[config.mk]
export PLATFORM = sky130hd
export DESIGN_NAME = sobel_grad_pipe
export DESIGN_NICKNAME = d
export VERILOG_FILES = /design/src/rtl/sobel_grad_pipe.sv
export SDC_FILE = /design/constraint.sdc
export NUM_CORES = 1
export LEC_CHECK = 0
export ABC_AREA = 1
export CAP_MARGIN = 25
export CORE_MARGIN = 4
export CORE_UTILIZATION = 50
export DETAILED_ROUTE_END_ITERATION = 10
export PLACE_DENSITY = 0.7
export RECOVER_POWER = 100
export SYNTH_ARGS = -nofsm -noshare
export SYNTH_HDL_FRONTEND = slang
export SYNTH_SLANG_ARGS = --single-unit
[constraint.sdc]
create_clock -name clk -period 3 [get_ports clk]
set_clock_uncertainty 0.1 [all_clocks]
set_input_delay 0.6 -clock clk [delete_from_list [all_inputs] [get_ports clk]]
set_output_delay 0.6 -clock clk [all_outputs]
set_load 0.05 [all_outputs]
[src/rtl/sobel_grad_pipe.sv]
// Streaming 3x3 Sobel gradient engine: one pixel column per beat, signed gx/gy per window centre.
// Define SOBEL_AMP_EN to add a third stage producing out_amp = |gx| + |gy|.
module sobel_grad_pipe #(
  parameter int PIX_W = 8,
  parameter int BLK_W = 16
) (
  input  logic                    clk,
  input  logic                    rstn,
  input  logic                    clr,
  input  logic                    in_valid,
  output logic                    in_ready,
  input  logic                    in_sor,
  input  logic [PIX_W-1:0]        in_top,
  input  logic [PIX_W-1:0]        in_mid,
  input  logic [PIX_W-1:0]        in_bot,
  output logic                    out_valid,
  input  logic                    out_ready,
  output logic                    out_eor,
  output logic signed [PIX_W+2:0] out_gx,
  output logic signed [PIX_W+2:0] out_gy
`ifdef SOBEL_AMP_EN
  ,
  output logic [PIX_W+2:0]        out_amp
`endif
);

  localparam int GW = PIX_W + 3;
  localparam int SW = PIX_W + 2;
  localparam int CW = (BLK_W <= 2) ? 1 : $clog2(BLK_W);

  logic          adv, acc, issue, is_last;
  logic [CW-1:0] col_cnt, idx;

  logic [PIX_W-1:0] wl_t, wl_m, wl_b;
  logic [PIX_W-1:0] wc_t, wc_m, wc_b;

  logic [SW-1:0] s1_l, s1_r, s1_t, s1_b;
  logic          s1_v, s1_eor;

  logic signed [GW-1:0] s2_gx, s2_gy;
  logic                 s2_v, s2_eor;

  function automatic logic [SW-1:0] wsum(input logic [PIX_W-1:0] a,
                                         input logic [PIX_W-1:0] b,
                                         input logic [PIX_W-1:0] c);
    return SW'(a) + (SW'(b) << 1) + SW'(c);
  endfunction

  assign adv      = ~out_valid | out_ready;
  assign in_ready = adv;
  assign acc      = in_valid & adv;

  // in_sor forces index 0, discarding whatever partial window was in flight
  always_comb begin
    idx     = in_sor ? '0 : col_cnt;
    issue   = acc && (idx >= CW'(2));
    is_last = (idx == CW'(BLK_W - 1));
  end

  always_ff @(posedge clk or negedge rstn) begin
    if (!rstn) begin
      col_cnt <= '0;
    end else if (clr) begin
      col_cnt <= '0;
    end else if (acc) begin
      col_cnt <= is_last ? '0 : idx + CW'(1);
    end
  end

  // Window holds the two previous columns; the incoming column is the right edge
  always_ff @(posedge clk or negedge rstn) begin
    if (!rstn) begin
      wl_t <= '0; wl_m <= '0; wl_b <= '0;
      wc_t <= '0; wc_m <= '0; wc_b <= '0;
    end else if (acc && !clr) begin
      wl_t <= wc_t;   wl_m <= wc_m;   wl_b <= wc_b;
      wc_t <= in_top; wc_m <= in_mid; wc_b <= in_bot;
    end
  end

  always_ff @(posedge clk or negedge rstn) begin
    if (!rstn) begin
      s1_v   <= 1'b0;
      s1_eor <= 1'b0;
      s1_l   <= '0;
      s1_r   <= '0;
      s1_t   <= '0;
      s1_b   <= '0;
    end else if (clr) begin
      s1_v   <= 1'b0;
      s1_eor <= 1'b0;
    end else if (adv) begin
      s1_v   <= issue;
      s1_eor <= issue & is_last;
      if (issue) begin
        s1_l <= wsum(wl_t, wl_m, wl_b);
        s1_r <= wsum(in_top, in_mid, in_bot);
        s1_t <= wsum(wl_t, wc_t, in_top);
        s1_b <= wsum(wl_b, wc_b, in_bot);
      end
    end
  end

  always_ff @(posedge clk or negedge rstn) begin
    if (!rstn) begin
      s2_v   <= 1'b0;
      s2_eor <= 1'b0;
      s2_gx  <= '0;
      s2_gy  <= '0;
    end else if (clr) begin
      s2_v   <= 1'b0;
      s2_eor <= 1'b0;
      s2_gx  <= '0;
      s2_gy  <= '0;
    end else if (adv) begin
      s2_v   <= s1_v;
      s2_eor <= s1_eor;
      if (s1_v) begin
        s2_gx <= $signed({1'b0, s1_l}) - $signed({1'b0, s1_r});
        s2_gy <= $signed({1'b0, s1_t}) - $signed({1'b0, s1_b});
      end
    end
  end

`ifdef SOBEL_AMP_EN
  logic signed [GW-1:0] s3_gx, s3_gy;
  logic [GW-1:0]        s3_amp;
  logic                 s3_v, s3_eor;

  // Magnitude never exceeds 4*(2^PIX_W-1), so negation cannot overflow
  function automatic logic [GW-1:0] mag(input logic signed [GW-1:0] x);
    return x[GW-1] ? GW'(-x) : GW'(x);
  endfunction

  always_ff @(posedge clk or negedge rstn) begin
    if (!rstn) begin
      s3_v   <= 1'b0;
      s3_eor <= 1'b0;
      s3_gx  <= '0;
      s3_gy  <= '0;
      s3_amp <= '0;
    end else if (clr) begin
      s3_v   <= 1'b0;
      s3_eor <= 1'b0;
      s3_gx  <= '0;
      s3_gy  <= '0;
      s3_amp <= '0;
    end else if (adv) begin
      s3_v   <= s2_v;
      s3_eor <= s2_eor;
      if (s2_v) begin
        s3_gx  <= s2_gx;
        s3_gy  <= s2_gy;
        s3_amp <= mag(s2_gx) + mag(s2_gy);
      end
    end
  end

  assign out_valid = s3_v;
  assign out_eor   = s3_eor;
  assign out_gx    = s3_gx;
  assign out_gy    = s3_gy;
  assign out_amp   = s3_amp;
`else
  assign out_valid = s2_v;
  assign out_eor   = s2_eor;
  assign out_gx    = s2_gx;
  assign out_gy    = s2_gy;
`endif

endmodule
## After elaboration in Yosys (flattened, before gate mapping)

Cells that the tools add are included.

- Register bits after elaboration: 118
- Bits of input ports: 30
- Word-level logic and storage cells: 61
- Output and inout port bits: 25

- $add $sub $neg: 11
- Eq/ne operators: 1
- Mux-type cells: 18
- Reductions and logical operators: 8
- Magnitude comparators: 1
- Bitwise operators: 5

Operators by type and width:

| operator | number |
|---|---|
| $mux W11 | 6 |
| $add A10 B8 Y10 | 4 |
| $add A8 B9 Y10 | 4 |
| $sub A10 B10 Y11 | 2 |
| $mux W4 | 4 |
| $mux W1 | 8 |
| $reduce_bool A2 Y1 | 3 |
| $add A4 B1 Y4 const B | 1 |
| $eq A4 B4 Y1 const B | 1 |
| $ge A4 B2 Y1 const B | 1 |
| $reduce_and A3 Y1 | 1 |
| $and A1 B1 Y1 | 2 |
| $logic_and A1 B1 Y1 | 2 |
| $not A1 Y1 | 2 |
| $reduce_and A2 Y1 | 1 |
| $logic_not A1 Y1 | 1 |
| $or A1 B1 Y1 | 1 |

## Logic depth before layout (Yosys ltp)

- Depth in word-level cells: 7
- Depth in mapped cells: 13
- Gate-level depth less buffers: 13

## Worst setup path before layout

No wires, ideal clock.

- Kind: input -> register
- Start point: input in_bot[1]
- End point: register s1_b[9]
- Data required time: 2.779 ns
- Data arrival time: 2.283 ns
- Path buffers: 0
- Setup slack: 0.497 ns
- Setup time: 0.121 ns
- Stages: 13
- Path through: inv_1 -> fa_1 -> inv_1 -> ha_1 -> fa_1 -> nand3_1 -> nand2_1 -> nand2_1 -> nand2_1 -> nand2_1 -> nand2_1 -> nand2_1 -> o21ai_1

- Word-level cells in the longest chain between the ends: 1

Ends and longest elaborated chain:

| what | RTL line | source |
|---|---|---|
| start: declaration | 15 | `input logic [PIX_W-1:0] in_bot,` |
| $add A10 B8 Y10 | 46 | `return SW'(a) + (SW'(b) << 1) + SW'(c);` |
| end signal: assignment | 99 | `s1_b <= wsum(wl_b, wc_b, in_bot);` |
| end: declaration | 37 | `logic [SW-1:0] s1_l, s1_r, s1_t, s1_b;` |

No other way between the ends.
A chain may end at the register's enable or synchronous reset.

## Final worst setup path

- Start point: input in_top[1]
- End point: register s1_r[9]

- Word-level cells in the longest chain between the ends: 2

Ends and longest elaborated chain:

| what | RTL line | source |
|---|---|---|
| start: declaration | 13 | `input logic [PIX_W-1:0] in_top,` |
| $add A8 B9 Y10 | 46 |  |
| $add A10 B8 Y10 | 46 |  |
| end signal: assignment | 97 | `s1_r <= wsum(in_top, in_mid, in_bot);` |
| end: declaration | 37 |  |

No other way between the ends.

==> impl_metrics.json <==
{
  "leakage_nw": 4.67,
  "crit_top_cell": "nand2_1",
  "cts_tree": "built",
  "critPathTopFamily": "adder cells",
  "numClockSinks": 118,
  "wl_um": 16200,
  "vias": 5921,
  "finalSetupViolCount": 0,
  "nets": 1102,
  "dp.final_hpwl_um": 12300,
  "outcome": "finished clean",
  "synthCells": 910,
  "crit_fanout": 3,
  "core_mm2": 0.0146,
  "root_buffer": "clkbuf_16",
  "antenna_found_initial": 0,
  "maxSlewHeadroom": 0.234,
  "dr.first_iter.drc_count": 381,
  "drtAntennaViolNets": 0,
  "worstMarginPinSlew_ns": 1.15,
  "vias_per_cell": 5.03,
  "peakVddDrop_mv": 0.421,
  "rsz0062_at_grt": "false",
  "finalWeightedCongestion": 0.871,
  "fin_ws_ns": 0.301,
  "critPathLaunchType": "primary input",
  "portBuffers": 54,
  "min_period_over_period": 0.900,
  "avgSynthCellArea_um2": 8.20,
  "grt_pass1_wl_um": 27900,
  "drc": 0,
  "htreeDepth": 4,
  "grt_max_degree": 52,
  "die_y_um": 130,
  "ys_seq_elements": 118,
  "drv_slew": 0,
  "cp_slowest_cell": "fa_1",
  "drtPass1Iterations": 5,
  "die-area_mm2": 0.0169,
  "hold_viol": 0,
  "holdBufCountCts": 0,
  "numCtsBuffers": 17,
  "syn_nets": 1032,
  "path_class": "primary input to flip-flop",
  "start_util": 0.511,
  "clk-insertion-delay-late_ns": 0.42,
  "cp-end-kind": "flip-flop",
  "dpl_cell_area_mm2": 0.00825,
  "final_area_mm2": 0.00876,
  "path_buf_inv": 3,
  "netlist_area_mm2": 0.00746,
  "yosysUniqueCellTypes": 27,
  "fp-row-count": 44,
  "fin_crit_ns": 2.70,
  "ys_seq_area_frac": 0.396,
  "crit_chain": "dlygate4sd3_1, inv_1, fa_1, inv_1, ha_1, fa_1, nand3_1, nand2_1, nand4_1, nand3_1, nand2_1, nand2_1",
  "die_width_um": 130,
  "max-cap-violations": 0,
  "wl_per_cell_um": 13.8,
  "grt_overflow": 0,
  "arrival_ns": 2.91,
  "power.density_mw_per_mm2": 853,
  "io_pins": 55,
  "fmax_mhz": 371,
  "power_mw": 7.47,
  "utilization": 0.601,
  "grt_usage": 0.210,
  "area_delta_synth_final_pct": 17.5,
  "clock_path_buffers": 2,
  "worstPathRequired_ns": 3.21,
  "fin_hold_ws_ns": 0.304,
  "clkSlewWorstSetupHoldPaths_ns": 0.05,
  "yosysWarnings": 0,
  "cpPeakStageDelay_ns": 0.54,
  "post-place-ws_ns": -0.0919,
  "drive_above_1_share": 0.0564,
  "min_path_type": "primary input to async pin",
  "post-cts-setup-buffer-count": 0,
  "grt_pass1_vias": 5653,
  "num_antenna_cells": 0,
  "ctsResizeCount": 0
}
-- cells by family after synthesis --
family,share of synthesized area
XOR/XNOR,0.0176
adder cells (fa/ha/maj),0.188
flip-flops,0.396
buffers and inverters,0.0649
AO/OA/AOI/OAI,0.0662
AND/OR/NAND/NOR,0.267
-- layout by cell type, fill, tap and decap left out --
master / instances
nand2_1: 351
dfrtp_1: 118
inv_1: 91
nand3_1: 60
ha_1: 58
o21ai_0: 45
fa_1: 34
nor2_1: 32
a21oi_1: 28
dlygate4sd3_1: 28
clkdlybuf4s50_1: 24
clkbuf_16: 17
xnor2_1: 13
nand4_1: 11
buf_4: 11
nand3b_1: 10
clkbuf_1: 7
o21ai_1: 6
o21bai_1: 5
or2_2: 5
o22ai_1: 5
clkinv_2: 5
o21a_1: 4
nor3_1: 4
clkbuf_8: 3
clkbuf_2: 3
nor2_2: 2
xor2_1: 2
nand2_4: 2
bufinv_16: 2
clkinvlp_4: 2
clkbuf_4: 2
clkinv_1: 1
inv_2: 1
inv_4: 1
-- metal layers --
layer  share of wire  global-route usage  up-vias
met2            0.45               0.319      122
met3           0.039              0.0405       26
met4           0.024              0.0795        0
met5               0                   0        -
met1            0.49               0.301     2703
li1                -                   -     3070
-- worst register-to-register path, stage by stage, from the launching register on --
cell     delay, ns
dfrtp_1       0.39
nand2_1       0.17
nand2_4       0.06
nor2_1        0.57
nand2_4       0.31
inv_4         0.39
nand2_1       0.19
o21ai_0       0.11
-- stage by stage --
step | setup TNS [ns] | instances
2_1_floorplan | 0 | 910
3_3_place_gp | -0.133 | 1145
3_5_place_dp | -0.356 | 1145
4_1_cts | 0 | 1177
5_1_grt | 0 | 1177
6_report | 0 | 1177
-- registers in the layout, summed over array words and instances (netlist names) --
name	flops
s1_t	10
s1_l	10
out_gy	11
out_gx	11
wc_b	8
s1_r	10
wc_t	8
wl_t	8
s1_v	1
s1_b	10
col_cnt	4
out_valid	1
wl_b	8
wl_m	8
wc_m	8
s1_eor	1
out_eor	1
-- cell usage after synthesis (all sizes together) --
cell / n / area [um^2]
inv: 94 / 355
nand4: 11 / 68.8
dfrtp: 118 / 2950
o21bai: 5 / 37.5
o21ai: 51 / 255
nand2: 353 / 1350
ha: 58 / 726
xnor2: 13 / 114
fa: 34 / 681
a21oi: 28 / 140
or2: 5 / 31.3
o22ai: 5 / 31.3
nand3: 60 / 300
nand3b: 10 / 75.1
nor3: 4 / 20.0
o21a: 4 / 30.0
nor2: 34 / 149
xor2: 2 / 17.5
buf: 21 / 129
-- worst paths after layout --
path	startpoint	endpoint	slack, ns	depth (start not counted)
max	in_top[1]	s1_r[9]$_DFFE_PN0P_	0.30	12
min	rstn	wc_m[1]$_DFFE_PN0P_	0.30	1
max reg2reg	out_valid$_DFFE_PN0P_	s1_r[1]$_DFFE_PN0P_	0.62	7
min reg2reg	wc_m[4]$_DFFE_PN0P_	wl_m[4]$_DFFE_PN0P_	0.37	2
max in group asynchronous	rstn	s1_r[9]$_DFFE_PN0P_	0.91	2
min in group clk	wc_m[4]$_DFFE_PN0P_	wl_m[4]$_DFFE_PN0P_	0.37	2
-- final cells by class --
cell class                 count  area, um^2
clock buffer                  23         478
multi-input combinational    677        4000
sequential                   118        2950
timing repair buffer          72         648
tap                          184         230
fill                        1292        5820
clock inverter                 9         100
inverter                      94         355
-- power by group --
part           internal (mW)  switching, mW
sequential              1.93          0.233
clock                   1.28          0.709
combinational           1.31           2.01
total                   4.52           2.95
(Power assumes the default switching activity.)
